==> config.mk <==
export PLATFORM = sky130hd
export DESIGN_NAME = cmp_binary_searcher
export DESIGN_NICKNAME = d
export VERILOG_FILES = /design/src/rtl/cmp_binary_searcher.sv
export SDC_FILE = /design/constraint.sdc
export NUM_CORES = 1
export LEC_CHECK = 0
export BUFFER_PORTS_ARGS = -buffer_cell sky130_fd_sc_hd__buf_2
export CORE_MARGIN = 8
export CORE_UTILIZATION = 52
export DETAILED_ROUTE_END_ITERATION = 12
export GPL_TIMING_DRIVEN = 0
export PLACE_DENSITY = 0.75
export SETUP_SLACK_MARGIN = 0.02
export SYNTH_ARGS = -nofsm -noshare
export SYNTH_HDL_FRONTEND = slang
export SYNTH_SLANG_ARGS = --single-unit
==> constraint.sdc <==
create_clock -name i_clk -period 2.58 [get_ports i_clk]
set_input_delay 0.258 -clock i_clk [delete_from_list [all_inputs] [get_ports i_clk]]
set_output_delay 0.258 -clock i_clk [all_outputs]
set_load 0.02 [all_outputs]
==> src/rtl/cmp_binary_searcher.sv <==
// Binary-search initiator: drives the comparator B operand and narrows [lo, hi] to find the switch value A.
// Optional two-cycle probe (PROBE then SETTLE) is compiled in with `define CMP_SEARCH_SETTLE_EN.
module cmp_binary_searcher #(
    parameter int unsigned WIDTH  = 4,
    parameter int unsigned STEP_W = 3
) (
    input  logic              i_clk,
    input  logic              i_rst,
    input  logic              i_start,
    input  logic [2:0]        i_cmp_res,
    output logic [WIDTH-1:0]  o_guess,
    output logic              o_probe,
    output logic              o_done,
    output logic              o_hit,
    output logic [WIDTH-1:0]  o_result,
    output logic [STEP_W-1:0] o_steps,
    output logic              o_err
);

    localparam int unsigned      SUM_W   = WIDTH + 1;
    localparam logic [WIDTH-1:0] MAX_VAL = {WIDTH{1'b1}};
    localparam logic [WIDTH-1:0] MID_VAL = MAX_VAL >> 1;

    typedef enum logic [1:0] {
        S_IDLE   = 2'd0,
        S_PROBE  = 2'd1,
        S_SETTLE = 2'd2,
        S_DONE   = 2'd3
    } state_t;

    state_t r_state;
    state_t w_state_nxt;

    logic [WIDTH-1:0]  r_lo;
    logic [WIDTH-1:0]  r_hi;
    logic [WIDTH-1:0]  r_guess;
    logic [WIDTH-1:0]  r_result;
    logic [STEP_W-1:0] r_steps;
    logic              r_probe;
    logic              r_done;
    logic              r_hit;
    logic              r_err;

    logic [WIDTH-1:0]  w_lo_nxt;
    logic [WIDTH-1:0]  w_hi_nxt;
    logic [WIDTH-1:0]  w_guess_nxt;
    logic [WIDTH-1:0]  w_result_nxt;
    logic [STEP_W-1:0] w_steps_nxt;
    logic              w_probe_nxt;
    logic              w_done_nxt;
    logic              w_hit_nxt;
    logic              w_err_nxt;

    logic              w_sample;
    logic              w_launch;
    logic              w_gt;
    logic              w_eq;
    logic              w_lt;
    logic              w_gt_end;
    logic              w_lt_end;
    logic              w_continue;
    logic [WIDTH-1:0]  w_lo_up;
    logic [WIDTH-1:0]  w_hi_dn;
    logic [SUM_W-1:0]  w_sum_up;
    logic [SUM_W-1:0]  w_sum_dn;

    // Which state samples the comparator result.
`ifdef CMP_SEARCH_SETTLE_EN
    assign w_sample = (r_state == S_SETTLE);
`else
    assign w_sample = (r_state == S_PROBE);
`endif

    assign w_launch = ((r_state == S_IDLE) || (r_state == S_DONE)) && i_start;

    assign w_gt = (i_cmp_res == 3'b100);
    assign w_eq = (i_cmp_res == 3'b010);
    assign w_lt = (i_cmp_res == 3'b001);

    // Midpoint sums carry an extra bit; the end checks stop lo/hi from wrapping or crossing.
    assign w_lo_up  = r_guess + WIDTH'(1);
    assign w_hi_dn  = r_guess - WIDTH'(1);
    assign w_sum_up = SUM_W'(w_lo_up) + SUM_W'(r_hi);
    assign w_sum_dn = SUM_W'(r_lo) + SUM_W'(w_hi_dn);
    assign w_gt_end = (r_guess == MAX_VAL) || (w_lo_up > r_hi);
    assign w_lt_end = (r_guess == '0) || (r_lo > w_hi_dn);

    assign w_continue = (w_gt && !w_gt_end) || (w_lt && !w_lt_end);

    // State register.
    always_ff @(posedge i_clk or posedge i_rst) begin
        if (i_rst) begin
            r_state <= S_IDLE;
        end else begin
            r_state <= w_state_nxt;
        end
    end

    // Next-state logic.
    always_comb begin
        w_state_nxt = r_state;
        case (r_state)
            S_IDLE:   if (i_start) w_state_nxt = S_PROBE;
            S_DONE:   if (i_start) w_state_nxt = S_PROBE;
`ifdef CMP_SEARCH_SETTLE_EN
            S_PROBE:  w_state_nxt = S_SETTLE;
            S_SETTLE: w_state_nxt = w_continue ? S_PROBE : S_DONE;
`else
            S_PROBE:  w_state_nxt = w_continue ? S_PROBE : S_DONE;
            S_SETTLE: w_state_nxt = S_IDLE;
`endif
            default:  w_state_nxt = S_IDLE;
        endcase
    end

    // Next values of the registered outputs and search bounds.
    always_comb begin
        w_lo_nxt     = r_lo;
        w_hi_nxt     = r_hi;
        w_guess_nxt  = r_guess;
        w_result_nxt = r_result;
        w_steps_nxt  = r_steps;
        w_hit_nxt    = r_hit;
        w_err_nxt    = r_err;
        w_done_nxt   = (w_state_nxt == S_DONE);
`ifdef CMP_SEARCH_SETTLE_EN
        w_probe_nxt  = (w_state_nxt == S_SETTLE);
`else
        w_probe_nxt  = (w_state_nxt == S_PROBE);
`endif

        if (w_launch) begin
            w_lo_nxt    = '0;
            w_hi_nxt    = MAX_VAL;
            w_guess_nxt = MID_VAL;
            w_steps_nxt = STEP_W'(1);
            w_hit_nxt   = 1'b0;
            w_err_nxt   = 1'b0;
        end else if (w_sample) begin
            if (w_eq) begin
                w_result_nxt = r_guess;
                w_hit_nxt    = 1'b1;
            end else if (w_gt) begin
                w_hit_nxt = 1'b0;
                if (!w_gt_end) begin
                    w_lo_nxt    = w_lo_up;
                    w_guess_nxt = WIDTH'(w_sum_up >> 1);
                    w_steps_nxt = r_steps + STEP_W'(1);
                end
            end else if (w_lt) begin
                w_hit_nxt = 1'b0;
                if (!w_lt_end) begin
                    w_hi_nxt    = w_hi_dn;
                    w_guess_nxt = WIDTH'(w_sum_dn >> 1);
                    w_steps_nxt = r_steps + STEP_W'(1);
                end
            end else begin
                w_err_nxt = 1'b1;
                w_hit_nxt = 1'b0;
            end
        end
    end

    // Datapath and output registers.
    always_ff @(posedge i_clk or posedge i_rst) begin
        if (i_rst) begin
            r_lo     <= '0;
            r_hi     <= MAX_VAL;
            r_guess  <= '0;
            r_result <= '0;
            r_steps  <= '0;
            r_probe  <= 1'b0;
            r_done   <= 1'b0;
            r_hit    <= 1'b0;
            r_err    <= 1'b0;
        end else begin
            r_lo     <= w_lo_nxt;
            r_hi     <= w_hi_nxt;
            r_guess  <= w_guess_nxt;
            r_result <= w_result_nxt;
            r_steps  <= w_steps_nxt;
            r_probe  <= w_probe_nxt;
            r_done   <= w_done_nxt;
            r_hit    <= w_hit_nxt;
            r_err    <= w_err_nxt;
        end
    end

    assign o_guess  = r_guess;
    assign o_probe  = r_probe;
    assign o_done   = r_done;
    assign o_hit    = r_hit;
    assign o_result = r_result;
    assign o_steps  = r_steps;
    assign o_err    = r_err;

endmodule

Yosys cells after proc, flatten, opt, wreduce, memory -nomap -nowiden
Cells that the tools add are included.
W data, S select, Z words.
{"block": "classes", "magnitude_cmp": 2, "mux": 36, "n_bitwise": 1, "addsub": 5, "n_reduce_logical": 21, "eq_ne": 16}
{"cell": "$mux W4", "n": 18}
{"cell": "$mux W3", "n": 7}
{"cell": "$add A4 B4 Y5", "n": 2}
{"cell": "$ne A2 B2 Y1 const B", "n": 5}
{"cell": "$reduce_and A5 Y1", "n": 2}
{"cell": "$gt A4 B4 Y1", "n": 2}
{"cell": "$mux W1", "n": 8}
{"cell": "$reduce_and A4 Y1", "n": 2}
{"cell": "$eq A2 B2 Y1 const B", "n": 3}
{"cell": "$ne A3 B3 Y1 const B", "n": 2}
{"cell": "$pmux W2 S3", "n": 1}
{"cell": "$reduce_bool A2 Y1", "n": 3}
{"cell": "$add A4 B1 Y4 const B", "n": 1}
{"cell": "$eq A2 B1 Y1 const B", "n": 2}
{"cell": "$eq A4 B4 Y1 const B", "n": 1}
{"cell": "$logic_not A4 Y1", "n": 1}
{"cell": "$logic_or A1 B1 Y1", "n": 4}
{"cell": "$mux W2", "n": 2}
{"cell": "$sub A4 B1 Y4 const B", "n": 1}
{"cell": "$add A3 B1 Y3 const B", "n": 1}
{"cell": "$eq A3 B1 Y1 const B", "n": 1}
{"cell": "$eq A3 B2 Y1 const B", "n": 1}
{"cell": "$eq A3 B3 Y1 const B", "n": 1}
{"cell": "$logic_and A1 B1 Y1", "n": 3}
{"cell": "6 further kinds", "n": 7}
{"block": "totals", "word_cells": 91, "out_inout_bits": 15, "ff_bits": 25, "inputBits": 6}

Depth between registers and ports, before layout
{"block": "logic_depth", "ltp_word": 9, "ltp_mapped": 11}

Worst setup path after synthesis
No wires, ideal clock.
{"block": "synth_path", "path_type": "reg2reg", "startpoint": "register r_guess[0], in the netlist o_guess[0]", "endpoint": "register r_guess[0], in the netlist o_guess[0]", "path_buffers": 0, "path_stages_with_launch": 10, "arrival_ps": 2665, "slack_ps": -237, "period_less_slack_ps": 2817, "setup_time_ps": 151, "cell_sequence": "dfrtp_1 > inv_1 > ha_1 > ha_1 > nor2b_1 > o211ai_1 > a2111oi_0 > a211o_1 > nor3_1 > a32oi_1"}
{"block": "synth_via", "elab_chain_cells": 8, "elab_cells_between_ends": 20, "classes_between": "add/sub (4); order compare (2); eq/ne (3); mux (7); reduce/logical (4)"}
{"item": "start: declaration", "line": "36", "source": "logic [WIDTH-1:0] r_guess;"}
{"item": "start signal: assignment", "line": "179", "source": "r_guess <= w_guess_nxt;"}
{"item": "$sub A4 B1 Y4", "line": "82", "source": "assign w_hi_dn = r_guess - WIDTH'(1);"}
{"item": "$add A4 B4 Y5", "line": "84", "source": "assign w_sum_dn = SUM_W'(r_lo) + SUM_W'(w_hi_dn);"}
{"item": "$mux W4", "line": "152", "source": "if (!w_lt_end) begin"}
{"item": "$mux W4", "line": "150", "source": "end else if (w_lt) begin"}
{"item": "$mux W4", "line": "143", "source": "end else if (w_gt) begin"}
{"item": "$mux W4", "line": "140", "source": "if (w_eq) begin"}
{"item": "$mux W4", "line": "139", "source": "end else if (w_sample) begin"}
{"item": "$mux W4", "line": "132", "source": "if (w_launch) begin"}
Several ways; a longest one is shown, not always the timed one. The select of a mux whose other input is x is not followed.
A chain may end at the register's enable or synchronous reset.

Worst setup path after layout
{"block": "layout_path", "startpoint": "register r_guess[0], in the netlist o_guess[0]", "endpoint": "register r_steps[2], in the netlist o_steps[2]"}
{"block": "layout_via", "elab_chain_cells": 5, "elab_cells_between_ends": 11, "classes_between": "add/sub (2); order compare (2); eq/ne (3); reduce/logical (4)"}
{"item": "$add A4 B1 Y4 or $sub A4 B1 Y4 (tied branches)", "line": "81, 82"}
{"item": "$gt A4 B4 Y1, on equally long branches", "line": "85, 86"}
{"item": "$logic_or A1 B1 Y1, on equally long branches", "line": "85, 86"}
{"item": "$ne A3 B3 Y1 (no line)"}
{"item": "$reduce_and A5 Y1 (no line) (*)"}
{"item": "end signal: assignment", "line": "181", "source": "r_steps <= w_steps_nxt;"}
{"item": "end: declaration", "line": "38", "source": "logic [STEP_W-1:0] r_steps;"}
Mark *: on every way between the ends. The rest lies on a longest branch, timed or not.

==> results.cfg <==
[run_status]
status = complete, but fails checks
violations = negative setup slack

[worst_setup_path]
crit_start = o_guess[0]$_DFFE_PP0P_
r2r_end = o_steps[2]$_DFFE_PP0P_
r2r_cells = 9
slowest_delay_ns = 0.46
critPathSlowestCell = dfrtp_2
crit_fanout = 7
r2r-start = o_guess[0]$_DFFE_PP0P_
crit_type = reg -> reg
critical_path.cell_chain = inv_4 -> ha_4 -> ha_4 -> nor2b_4 -> o211ai_1 -> a2111oi_2 -> a211o_1 -> or4_1 -> a21oi_1
reg2reg_slack_ns = -0.03
crit_path_frequent_cell = ha_4
start_kind = flop
required_ns = 2.85
crit_end = o_steps[2]$_DFFE_PP0P_
arrival_ns = 2.88
critPathCaptureType = flop

[route]
firstDrtPassIters = 4
wire_per_inst_um = 16.8
drt_iter0_drc = 131
vias_per_cell = 5.66
routed_wl_mm = 4.44
ant_nets = 0
drc = 0
dr_total_vias = 1494

[cells_and_area]
final_net_count = 246
final_area_mm2 = 0.00225
drive_gt1_frac = 0.362
instances_no_fill = 264
fill_cells = 248
antenna_cells = 0
ff_latch_area_um2 = 633
multi_input_area_mm2 = 0.00120
area_growth_pct = 28.5

[placed_design]
io_buffers = 20
place_inst = 242
post-dp-hpwl_mm = 2.99
gp_congestion = 0.879
placed_area_mm2 = 0.00193

[synthesis]
yosysTopAreaCellShare = 0.301
yosysMostFrequentCell = dfrtp_1
synthFlopType = dfrtp_1
synth-edff-count = 0
synth-async-reset-ratio = 1.00
ys_seq_area_frac = 0.361
synthTopCellsByArea = dfrtp_1, ha_1, dfstp_2
yosysWarnings = 0
synth_cell_types = 47
syn-num-nets = 203
synth_top_cell_by_area = dfrtp_1
synth.top_cells.by_count = dfrtp_1, ha_1, nor2_1
syn-cell-area_mm2 = 0.00175
syn_inst = 176
syn_area_per_cell_um2 = 9.93
synth-seq-cells = 25

[grt]
grt_pass1_wl_mm = 6.85
antenna_found_initial = 0
globalRouteOverflowTotal = 0
grt_max_degree = 26
grt_pass1_vias = 1436
grt_usage = 0.165

[timing]
max_slew_margin = 0.344
timing.final.ws_setup_ns = -0.0285
tns_ns = -0.0434
finalCriticalPeriod_ns = 2.61
setup_viol = 2
post-route-period-util = 1.01
finalHoldViolCount = 0
fin_skew_ns = 0.0166
worstMarginPinSlew_ns = 0.983
drv_slew = 0
rsz0062_at_grt = yes
fmax_mhz = 383

[cts]
cts_inserted_buffers = 3
hold_buffers = 0
clock_latency_ns = 0.35
cts.clk_slew.worst_paths_ns = 0.16
cts_sinks = 25
cts_tree = built
htreeDepth = 1
clockBufferDepth = 2
cts-root-buf = clkbuf_4

[floorplanning]
ios = 21
fp-row-count = 21
start_util = 0.532
dieArea_mm2 = 0.00547
die_height_um = 74.0
core_region_area_mm2 = 0.00328
fp.dieW_um = 74.0

[worst_hold_path]
min_path_type = in -> async

[job]
drv_cap = 0
[flip-flops by register name (all words and copies together) (netlist names)]
register / flops
o_guess: 4
o_result: 4
r_hi: 4
r_lo: 4
o_steps: 3
r_state: 2
o_done: 1
o_err: 1
o_hit: 1
o_probe: 1
[worst min-delay path by stage]
stage                           start                 endpoint  slack (ns)  cells after the start
global route                    i_rst      r_lo[2]$_DFFE_PP0P_        0.19                      2
global placement    o_hit$_DFFE_PP0N_        o_hit$_DFFE_PP0N_        0.46                      1
finish                          i_rst  o_result[3]$_DFFE_PP0P_        0.10                      2
floorplan                       i_rst         o_done$_DFF_PP0_        0.28                      1
detailed placement  o_hit$_DFFE_PP0N_        o_hit$_DFFE_PP0N_        0.48                      1
CTS                             i_rst  o_result[2]$_DFFE_PP0P_        0.13                      2
[area by class of cell]
type / count / area share
multi-input combinational: 131 / 0.535
timing repair buffer: 38 / 0.105
sequential: 25 / 0.282
tap: 46 / 0.0256
clock buffer: 3 / 0.0100
inverter: 14 / 0.0245
clock inverter: 1 / 0.00334
buffer: 6 / 0.0150
[stage by stage]
step | setup slack (ns) | hold slack (ns) | utilization
final | -0.0285 | 0.105 | 0.684
after global routing | -0.157 | 0.188 | 0.684
after CTS | 0.0309 | 0.131 | 0.641
after detailed placement | -0.297 | 0.480 | 0.586
after global placement | -0.183 | 0.456 | 0.586
after floorplan | 0.0286 | 0.282 | -
[layer usage]
| metal | part of all wire | up-vias | track usage | wire [um] |
|---|---|---|---|---|
| met5 | 0 | - | 0 | 0 |
| met4 | 0.022 | 0 | 0.0687 | 97 |
| met3 | 0.051 | 11 | 0.0323 | 225 |
| met2 | 0.49 | 40 | 0.281 | 2170 |
| met1 | 0.44 | 740 | 0.198 | 1950 |
| li1 | - | 703 | - | - |
[critical path: cells and delay by family, from the launching register on]
family                   cells  cell delay (ns)
flip-flops                   1             0.46
AND/OR/NAND/NOR              2             0.54
buffers and inverters        1             0.05
AO/OA/AOI/OAI                4             0.94
adder cells (fa/ha/maj)      2             0.54
[layout by cell type, fill, tap and decap left out, types with 2 or more instances in the layout]
cell      instances
nand2_1          11
clkbuf_4          3
clkbuf_1          2
dfrtp_2           2
dfstp_2           4
o21ai_0           4
xor2_1            6
buf_2            23
o211ai_1          4
a21o_1            3
or3b_1            2
inv_2             2
buf_4            18
dfrtp_1          19
xnor2_1           3
mux2_2            4
o21bai_1          2
nor3b_1           2
and3_1            2
nor2_1           15
a21oi_1           8
a22o_1            2
fa_1              2
inv_1            11
ha_1             13
ha_2              2
mux2i_1           7
a31oi_1           2
nor3_1            3
nand2b_1          2
ha_4              4
nor3_4            4
[repair_timing]
item                                    in CTS  in global routing
buffers inserted                             9                  9
resized for setup                           14                 11
pin swaps                                    7                 11
endpoints found under the setup margin      16                 16
[cells by family after synthesis]
group / count (synthesis) / synth area share
buf+inv: 20 / 0.0494
flops: 25 / 0.361
mux: 11 / 0.0659
xor+xnor: 12 / 0.0601
simple gates: 49 / 0.152
fa+ha+maj: 22 / 0.165
compound gates: 37 / 0.147
Power is not shown: default switching activity piles up to over one toggle a cycle in this logic, so the estimate is an artifact.
